### config.mk
export PLATFORM = sky130hd
export DESIGN_NAME = fetch_unit_flat
export DESIGN_NICKNAME = d
export VERILOG_FILES = /design/src/rtl/fetch_unit_if.sv /design/src/rtl/fetch_unit.sv /design/src/flat_wrapper.sv
export SDC_FILE = /design/constraint.sdc
export NUM_CORES = 1
export LEC_CHECK = 0
export CORE_MARGIN = 2
export CORE_UTILIZATION = 52
export DETAILED_ROUTE_END_ITERATION = 12
export PLACE_DENSITY = 0.8
export SYNTH_ARGS = -nofsm -noshare
export SYNTH_HDL_FRONTEND = slang
export SYNTH_SLANG_ARGS = --single-unit
### constraint.sdc
create_clock -name clk -period 3.2 [get_ports clk]
set_input_delay 0.8 -clock clk [delete_from_list [all_inputs] [get_ports clk]]
set_output_delay 0.8 -clock clk [all_outputs]
set_load 0.005 [all_outputs]
### src/rtl/fetch_unit_if.sv
// Instruction-memory request/response bus between the fetch stage and imem.
// Latency: none (wires only).
// Backpressure: request held by master until IMemReady; one response per accepted request.
//   master (fetch): drives IMemReqF/IMemAddrF, receives IMemReady/IMemRValid/IMemRData.
//   slave  (imem) : the mirror image.
interface fetch_unit_if;
  logic        IMemReqF;
  logic [31:0] IMemAddrF;
  logic        IMemReady;
  logic        IMemRValid;
  logic [31:0] IMemRData;

  modport master (
    output IMemReqF, IMemAddrF,
    input  IMemReady, IMemRValid, IMemRData
  );

  modport slave (
    input  IMemReqF, IMemAddrF,
    output IMemReady, IMemRValid, IMemRData
  );
endinterface

### src/rtl/fetch_unit.sv
// Instruction fetch with single-outstanding imem requests, one-entry skid and IF/ID register.
// Latency: accept in n, response in n+k -> InstrD valid in n+k+1; 1 instr/cycle when k=1.
// Backpressure: StallD parks one word in the skid and stops issue; StallF/PCWrPendingF block issue.
//   clk, reset (async active-low); StallF/StallD/FlushD from hazard unit; PCWrPendingF from controller;
//   BranchTakenE/ALUResultE and PCSrcW/ResultW redirect; imem bus via fetch_unit_if.master;
//   InstrD/PCPlus8D/ValidD form the IF/ID register.
module fetch_unit #(
  parameter logic [31:0] RESET_PC  = 32'h0000_0000,
  parameter logic [31:0] NOP_INSTR = 32'hE180_0000
) (
  input  logic                clk,
  input  logic                reset,
  input  logic                StallF,
  input  logic                StallD,
  input  logic                FlushD,
  input  logic                PCWrPendingF,
  input  logic                BranchTakenE,
  input  logic [31:0]         ALUResultE,
  input  logic                PCSrcW,
  input  logic [31:0]         ResultW,
  fetch_unit_if.master        imem,
  output logic [31:0]         InstrD,
  output logic [31:0]         PCPlus8D,
  output logic                ValidD
);

  typedef enum logic [1:0] {IDLE, WAIT, DISCARD} state_t;

  state_t      state, stateNext;
  logic [31:0] PCF, PCReq;
  logic        skidValid;
  logic [31:0] skidData, skidPC;

  logic        redirect;
  logic [31:0] target;
  logic        respIn;     // response arriving for the outstanding request
  logic        consume;    // response kept (not killed by a redirect)
  logic        dAdvance;
  logic        skidFill;
  logic        issue;
  logic        accept;

  always_comb begin
    redirect  = PCSrcW | BranchTakenE;
    target    = PCSrcW ? ResultW : ALUResultE;  // W-stage write is older, so it wins
    respIn    = (state == WAIT) & imem.IMemRValid;
    consume   = respIn & ~redirect;
    dAdvance  = ~StallD;
    // A kept word goes to D only if D moves and nothing older sits in the skid.
    skidFill  = consume & ~(dAdvance & ~skidValid);
    // Issue also waits while the skid is being filled: otherwise a back-to-back
    // response could arrive with the skid full and D still stalled, and be lost.
    issue     = reset & ((state == IDLE) | respIn) & ~StallF & ~PCWrPendingF
              & ~redirect & ~skidValid & ~skidFill;
    accept    = issue & imem.IMemReady;
  end

  assign imem.IMemReqF  = issue;
  assign imem.IMemAddrF = PCF;

  // FSM: state register
  always_ff @(posedge clk or negedge reset) begin
    if (!reset) state <= IDLE;
    else        state <= stateNext;
  end

  // FSM: next state
  always_comb begin
    stateNext = state;
    case (state)
      IDLE: begin
        if (accept) stateNext = WAIT;
      end
      WAIT: begin
        if (imem.IMemRValid) stateNext = accept ? WAIT : IDLE;
        else if (redirect)   stateNext = DISCARD;
      end
      DISCARD: begin
        // Stale response still owed; a redirect here only moves PCF.
        if (imem.IMemRValid) stateNext = IDLE;
      end
      default: stateNext = IDLE;
    endcase
  end

  // PC, skid buffer and IF/ID register
  always_ff @(posedge clk or negedge reset) begin
    if (!reset) begin
      PCF       <= RESET_PC;
      PCReq     <= RESET_PC;
      skidValid <= 1'b0;
      skidData  <= 32'h0;
      skidPC    <= 32'h0;
      InstrD    <= NOP_INSTR;
      PCPlus8D  <= 32'h0;
      ValidD    <= 1'b0;
    end else begin
      if (redirect)    PCF <= target;
      else if (accept) PCF <= PCF + 32'd4;

      if (accept) PCReq <= PCF;

      if (redirect) begin
        skidValid <= 1'b0;
      end else if (skidFill) begin
        skidValid <= 1'b1;
        skidData  <= imem.IMemRData;
        skidPC    <= PCReq;
      end else if (dAdvance) begin
        skidValid <= 1'b0;
      end

      if (FlushD) begin
        ValidD <= 1'b0;
        InstrD <= NOP_INSTR;
      end else if (dAdvance) begin
        if (skidValid) begin
          ValidD   <= 1'b1;
          InstrD   <= skidData;
          PCPlus8D <= skidPC + 32'd8;
        end else if (consume) begin
          ValidD   <= 1'b1;
          InstrD   <= imem.IMemRData;
          PCPlus8D <= PCReq + 32'd8;
        end else begin
          ValidD <= 1'b0;
          InstrD <= NOP_INSTR;
        end
      end
    end
  end

endmodule

### src/flat_wrapper.sv
// flat-port wrapper written by rule: the top's interface ports become plain ports
module fetch_unit_flat 
#(
  parameter logic [31:0] RESET_PC  = 32'h0000_0000,
  parameter logic [31:0] NOP_INSTR = 32'hE180_0000
)
  (clk, reset, StallF, StallD, FlushD, PCWrPendingF, BranchTakenE, ALUResultE, PCSrcW, ResultW, InstrD, PCPlus8D, ValidD, imem_IMemReqF, imem_IMemAddrF, imem_IMemReady, imem_IMemRValid, imem_IMemRData);
  fetch_unit_if imem_i ();
  input  logic clk;
  input  logic reset;
  input  logic StallF;
  input  logic StallD;
  input  logic FlushD;
  input  logic PCWrPendingF;
  input  logic BranchTakenE;
  input  logic [31:0] ALUResultE;
  input  logic PCSrcW;
  input  logic [31:0] ResultW;
  output logic [31:0] InstrD;
  output logic [31:0] PCPlus8D;
  output logic ValidD;
  output wire logic [$bits(imem_i.IMemReqF)-1:0] imem_IMemReqF;
  output wire logic [$bits(imem_i.IMemAddrF)-1:0] imem_IMemAddrF;
  input wire logic [$bits(imem_i.IMemReady)-1:0] imem_IMemReady;
  input wire logic [$bits(imem_i.IMemRValid)-1:0] imem_IMemRValid;
  input wire logic [$bits(imem_i.IMemRData)-1:0] imem_IMemRData;
  assign imem_IMemReqF = imem_i.IMemReqF;
  assign imem_IMemAddrF = imem_i.IMemAddrF;
  assign imem_i.IMemReady = imem_IMemReady;
  assign imem_i.IMemRValid = imem_IMemRValid;
  assign imem_i.IMemRData = imem_IMemRData;
  fetch_unit #(.RESET_PC(RESET_PC), .NOP_INSTR(NOP_INSTR)) u_core (.clk(clk), .reset(reset), .StallF(StallF), .StallD(StallD), .FlushD(FlushD), .PCWrPendingF(PCWrPendingF), .BranchTakenE(BranchTakenE), .ALUResultE(ALUResultE), .PCSrcW(PCSrcW), .ResultW(ResultW), .imem(imem_i), .InstrD(InstrD), .PCPlus8D(PCPlus8D), .ValidD(ValidD));
endmodule
==> impl_metrics.yaml, run 1 <==
power_and_ir_drop:
  power_uw: 5786
  power.leakage_uw: 0.005801
  peakVddDrop_mv: 0.3439
  power_density_nw_per_um2: 448.1
cts:
  cts.htree.levels: 4
  cts_setup_buffers: 0
  clockRootBuffer: "clkbuf_16"
  clock_path_buffers: 2
  cts_buffers: 17
  clkSinkCount: 196
  cts_tree: "built"
  insertion_delay_ns: 0.44
  clkTransAtPathRegs_ns: 0.07
worst_setup_path:
  crit_family: "buffers and inverters"
  worst-path-buf-inv: 3
  critPathLaunchType: "primary input"
  crit_chain: "clkdlybuf4s50_1 > buf_4 > nor2_2 > o2111ai_4 > and3_1 > dlygate4sd2_1"
  cpMaxStageDelayCell: "clkdlybuf4s50_1"
  critical_path.max_fanout: 4
  arrival_ns: 2.25
  cp.depth: 6
  worst_ep_required_time_ns: 2.40
  slowest_delay_ns: 0.44
  crit_type: "in -> out"
  critPathCaptureType: "output port"
  r2r_cells: 6
sta:
  whs_ns: 0.4783
  fin_crit_ns: 3.050
  fin_tns_setup_ns: 0
  slew_viol_final: 0
  clock_skew_ns: 0.009581
  rsz0062_at_grt: "false"
  relSlewSlack: 0.4641
  setup_viol: 0
  hold_violations: 0
  post-route-period-util: 0.9530
  tightest_slew_ns: 0.8038
  fmaxAchievable_mhz: 327.9
final_layout:
  most-common-layout-cells: "nand2_1 (339), clkdlybuf4s50_1 (200), dfrtp_1 (190), buf_4 (42), nor2b_1 (41)"
  design_area_um2: 12910
  final_common_cell: "nand2_1"
  n_antenna_cell: 0
  final_nets: 1393
  area_growth_pct: 29.94
  drive_gt1_frac: 0.09245
detailed_routing:
  drt_iter0_drc: 628
  drcViolationCount: 0
  drt_wl_total_um: 26540
  first_pass_iters: 5
  wl_per_cell_um: 17.33
  vias: 8922
  routed_via_density: 5.824
  ant_nets: 0
floorplan:
  num_rows: 50
  core_um2: 18710
  ios: 204
  fp.dieArea_um2: 20230
  dieHeight_um: 142.2
  initial_core_util: 0.5312
  die_x_um: 142.2
yosys:
  synth_area_um2: 9937
  postSynthCellCount: 1092
  yosysTopAreaCell: "dfrtp_1"
  synth_area_leaders: "dfrtp_1 (48%), nand2_1 (13%), mux2i_1 (2.8%), a221oi_1 (2.7%), nor2b_1 (2.6%)"
  yosys_warnings: 0
  ys_types: 69
  yosysSeqAreaShare: 0.4942
  async_flop_share: 1.000
  synth_edf_count: 0
  netlist.area_leader.share: 0.4810
  synth_nets: 1200
  ys.flop_type: "dfrtp_1"
  synth-seq-cells: 196
  syn_avg_cell_area_um2: 9.100
global_route:
  grt_use_met1: 0.3925
  grt_usage: 0.2731
  met2_usage: 0.4195
  grt_start_max_net_pins: 152
  antenna_found_initial: 0
  grt-ovfl-total: 0
  grt_pass1_vias: 8554
  top_usage_layer: "met2"
  grt_first_pass_wirelength_um: 44150
  met3_usage: 0.05888
place:
  dpl_cell_area_um2: 12340
  hpwl_um: 18840
  gp_congestion: 0.8815
  port_buffers: 203
min_path:
  hold_path_depth: 2
  min_path_type: "reg -> reg"
outcome:
  status: "completed"
flow_run:
  drv_cap: 0
-- report_power, final --
| group | internal, uW | total (uW) | switching (uW) | leakage [uW] |
|---|---|---|---|---|
| clock network | 1100 | 2090 | 994 | 0.000275 |
| registers | 2640 | 2850 | 210 | 0.00261 |
| logic | 448 | 847 | 399 | 0.00292 |
-- logic make-up (layout without fill, tap and decap cells) --
family,count (synthesis),count (layout),synth area share
simple gates,559,559,0.2619
flops,196,196,0.4942
compound gates,190,190,0.1425
buf+inv,82,288,0.03526
mux,45,45,0.04772
xor+xnor,18,18,0.01586
fa+ha+maj,2,2,0.002518
-- registers in the layout (all words and copies together) (netlist names) --
signal                 cells
u_core.PCReq              32
u_core.InstrD             32
u_core.ValidD              1
u_core.imem.IMemAddrF     32
u_core.skidData           32
u_core.PCPlus8D           32
u_core.skidValid           1
u_core.state               2
u_core.skidPC             32
-- repair_timing --
action	in CTS	in global routing
hold buffers	0	0
resized for setup	1	1
endpoints found under the setup margin	1	7
pin swaps	0	0
-- routing by layer --
metal | vias up | routed length [um]
met4 | 0 | 440
li1 | 4247 | -
met5 | - | 0
met3 | 38 | 1862
met2 | 345 | 12370
met1 | 4292 | 11870
-- worst min-delay path, cell delays in order (launching register included) --
cell	delay, ns
dfrtp_1	0.34
nand2_1	0.05
nand2_1	0.06
-- Yosys cell counts (6+ instances only) --
cell type  number
a31oi_1        15
or4_1           8
o31ai_1        12
xor2_1          6
o21a_1          6
a21oi_1        21
nor2_1         30
clkbuf_1       38
a211oi_1       15
dfrtp_1       191
inv_1           8
mux2i_1        28
xnor2_1        12
nand2_1       339
nor3_1         40
mux2_2         16
a221o_1         7
nand4_1        23
and3_1         10
nand3_1        23
nand2b_1        6
a22oi_1         7
nor2b_1        42
o22ai_1         7
buf_2          25
buf_1           9
a221oi_1       31
o21ai_0        29
-- worst paths after layout --
check / endpoint / start / slack (ns)
worst max-delay path: imem_IMemReqF / BranchTakenE / 0.15
min in group asynchronous: u_core.imem.IMemAddrF[16]$_DFFE_PN0P_ / reset / 0.50
worst min register to register: u_core.skidPC[0]$_DFFE_PN0P_ / u_core.skidPC[0]$_DFFE_PN0P_ / 0.48
worst max register to register: u_core.PCPlus8D[26]$_DFFE_PN0P_ / u_core.skidValid$_DFFE_PN0P_ / 0.62
worst min-delay path: u_core.skidPC[0]$_DFFE_PN0P_ / u_core.skidPC[0]$_DFFE_PN0P_ / 0.48
max in group asynchronous: u_core.imem.IMemAddrF[23]$_DFFE_PN0P_ / reset / 1.51
-- per-stage QoR --
| stage | util | cells | worst slack (ns) |
|---|---|---|---|
| 2_1_floorplan | - | 1092 | 0.4378 |
| 3_3_place_gp | 0.6597 | 1500 | -0.1009 |
| 3_5_place_dp | 0.6597 | 1500 | -0.2461 |
| 4_1_cts | 0.6900 | 1532 | 0.1502 |
| 5_1_grt | 0.6903 | 1532 | 0.07162 |
| 6_report | 0.6903 | 1532 | 0.1502 |
-- final cells by class --
cell class | instances | area (um2)
flip-flops and latches | 196 | 4915
well taps | 234 | 292.8
clock inverters | 14 | 140.1
clock buffers | 18 | 429.2
multi-input cells | 814 | 4701
fillers | 1450 | 5793
inverters | 8 | 30.03
repair buffers | 248 | 2405
No activity file was read; power rests on OpenSTA's default activity.
==> inputs of run 2 (changes only) <==
- SLEW_MARGIN: unset -> 15
==> results of run 2 <==
Same layout as run 1: the final DEF is identical, and so are final timing and power.
==> inputs of run 3 (changes only) <==
- PLACE_DENSITY: 0.8 -> 0.81
==> run 3 against run 2 <==
  * Non-clock buffer count is 3 lower
  * Clock power is 4% higher
  * Final cell count is 0.20% lower
  * Combinational power hardly changed
  * Critical path type unchanged
  * Largest cell class unchanged
  * Largest power group unchanged
==> impl_metrics.yaml, run 3 (synthesized netlist as in run 1, its figures left out) <==
sta:
  relSlewSlack: 0.3762
  fmaxAchievable_mhz: 335.3
  hold_violations: 0
  fin_crit_ns: 2.982
  post-route-period-util: 0.9320
  fin_ws_ns: 0.2176
  tightest_slew_ns: 0.9323
  setup_viol: 0
  fin_tns_setup_ns: 0
  clock_skew_ns: 0.009703
  slew_viol_final: 0
  rsz0062_at_grt: "false"
place:
  dp_cells: 1497
  hpwl_um: 18720
  pre_cts_slack_ns: -0.1589
  gp_congestion: 0.8874
  port_buffers: 203
cts:
  hold_buffers: 0
  clkSinkCount: 196
  clock_path_buffers: 2
  clockRootBuffer: "clkbuf_16"
  cts.htree.levels: 4
  cts_tree: "built"
  cts_buffers: 17
  insertion_delay_ns: 0.44
  clkTransAtPathRegs_ns: 0.07
power_and_ir_drop:
  power_frac_clock: 0.371
  p_switching_uw: 1589
  power.leakage_uw: 0.005800
  switching_share: 0.2704
  seqPwrFrac: 0.484
  peakVddDrop_mv: 0.4369
  internal_power_uw: 4286
  power_density_nw_per_um2: 454.2
  pwr-share-comb: 0.145
detailed_routing:
  first_pass_iters: 5
  wl_per_cell_um: 17.51
  routed_via_density: 5.859
  drt_iter0_drc: 735
  ant_nets: 0
  drcViolationCount: 0
  drt_wl_total_um: 26770
  vias: 8959
final_layout:
  drive_gt1_frac: 0.09112
  n_antenna_cell: 0
  area_growth_pct: 30.16
  most-common-layout-cells: "nand2_1 (339), clkdlybuf4s50_1 (200), dfrtp_1 (190), nor2b_1 (41), nor3_1 (40)"
  final_nets: 1390
  final_common_cell: "nand2_1"
  final_cells: 1529
  utilization: 0.6914
worst_setup_path:
  arrival_ns: 2.18
  crit_type: "in -> out"
  crit_chain: "clkdlybuf4s50_1 > or2_2 > nor3b_1 > and3_1 > dlygate4sd2_1"
  slowest_delay_ns: 0.41
  critical_path.max_fanout: 2
  crit_family: "buffers and inverters"
  worst_ep_required_time_ns: 2.40
  cpMaxStageDelayCell: "clkdlybuf4s50_1"
  critPathCaptureType: "output port"
  critPathLaunchType: "primary input"
  worst-path-buf-inv: 2
floorplan:
  fp.dieArea_um2: 20230
  num_rows: 50
  core_um2: 18710
  ios: 204
  initial_core_util: 0.5312
  dieHeight_um: 142.2
  die_x_um: 142.2
global_route:
  grt_pass1_vias: 8506
  grt_first_pass_wirelength_um: 43800
  grt_start_max_net_pins: 73
  antenna_found_initial: 0
  grt_usage: 0.2719
  grt-ovfl-total: 0
outcome:
  status: "completed"
flow_run:
  drv_cap: 0
min_path:
  min_path_type: "reg -> reg"
-- run 3: cell count changes in the layout (fill, tap and decap cells not counted), sizes merged --
cell      before  now
inv           17   12
clkinvlp       2    4
clkinv         2    3
buf           46   43
bufinv         1    2
clkbuf        19   20
-- run 3: cell type report --
cell class              instances  area (um2)
clock buffers                  19       452.9
well taps                     234       292.8
fillers                      1398        5772
clock inverters                13       147.6
repair buffers                245        2395
inverters                       8       30.03
multi-input cells             814        4701
flip-flops and latches        196        4915
-- run 3: tightest hold or removal path, stage by stage, from the launching register on --
cell and delay [ns]:
dfrtp_1 0.34, nand2_1 0.05, nand2_1 0.05
-- run 3: metrics by stage --
stage	total power (uW)	instance area (um2)	hold slack, ns
after floorplan	3222	9937	0.4402
after global placement	3698	12330	0.4515
after detailed placement	3726	12330	0.4608
after CTS	5894	12930	0.4782
after global routing	6121	12930	0.4933
final	5875	12930	0.4769
-- run 3: metal layers --
| layer | wire length, um | track usage | vias to the layer above | share of wire |
|---|---|---|---|---|
| met5 | 0 | 0 | - | 0 |
| met4 | 560 | 0.09579 | 0 | 0.021 |
| met3 | 1482 | 0.04879 | 39 | 0.055 |
| met2 | 12580 | 0.4127 | 299 | 0.47 |
| met1 | 12150 | 0.3946 | 4382 | 0.45 |
| li1 | - | - | 4239 | - |
-- run 3: worst paths after layout --
| kind | start | end | slack (ns) | cells after the start |
|---|---|---|---|---|
| max in group asynchronous | reset | u_core.skidData[2]$_DFFE_PN0P_ | 1.23 | 3 |
| setup reg to reg | u_core.skidValid$_DFFE_PN0P_ | u_core.PCPlus8D[25]$_DFFE_PN0P_ | 0.45 | 6 |
| setup / recovery | BranchTakenE | imem_IMemReqF | 0.22 | 5 |
| min in group asynchronous | reset | u_core.imem.IMemAddrF[7]$_DFFE_PN0P_ | 0.57 | 2 |
| hold / removal | u_core.PCPlus8D[4]$_DFFE_PN0P_ | u_core.PCPlus8D[4]$_DFFE_PN0P_ | 0.48 | 2 |
| hold reg to reg | u_core.PCPlus8D[4]$_DFFE_PN0P_ | u_core.PCPlus8D[4]$_DFFE_PN0P_ | 0.48 | 2 |
-- run 3: power groups by stage --
stage | clock, uW | sequential (uW) | combinational (uW)
final | 2180 | 2850 | 849
after CTS | 2200 | 2840 | 854
after global placement | 0 | 2880 | 823
after global routing | 2320 | 2870 | 935
after floorplan | 0 | 2820 | 401
after detailed placement | 0 | 2880 | 843
-- run 3: repair_timing --
action / in CTS / in global routing
buffers inserted: 0 / 0
gates resized for setup: 1 / 0
setup endpoints to repair: 1 / 0
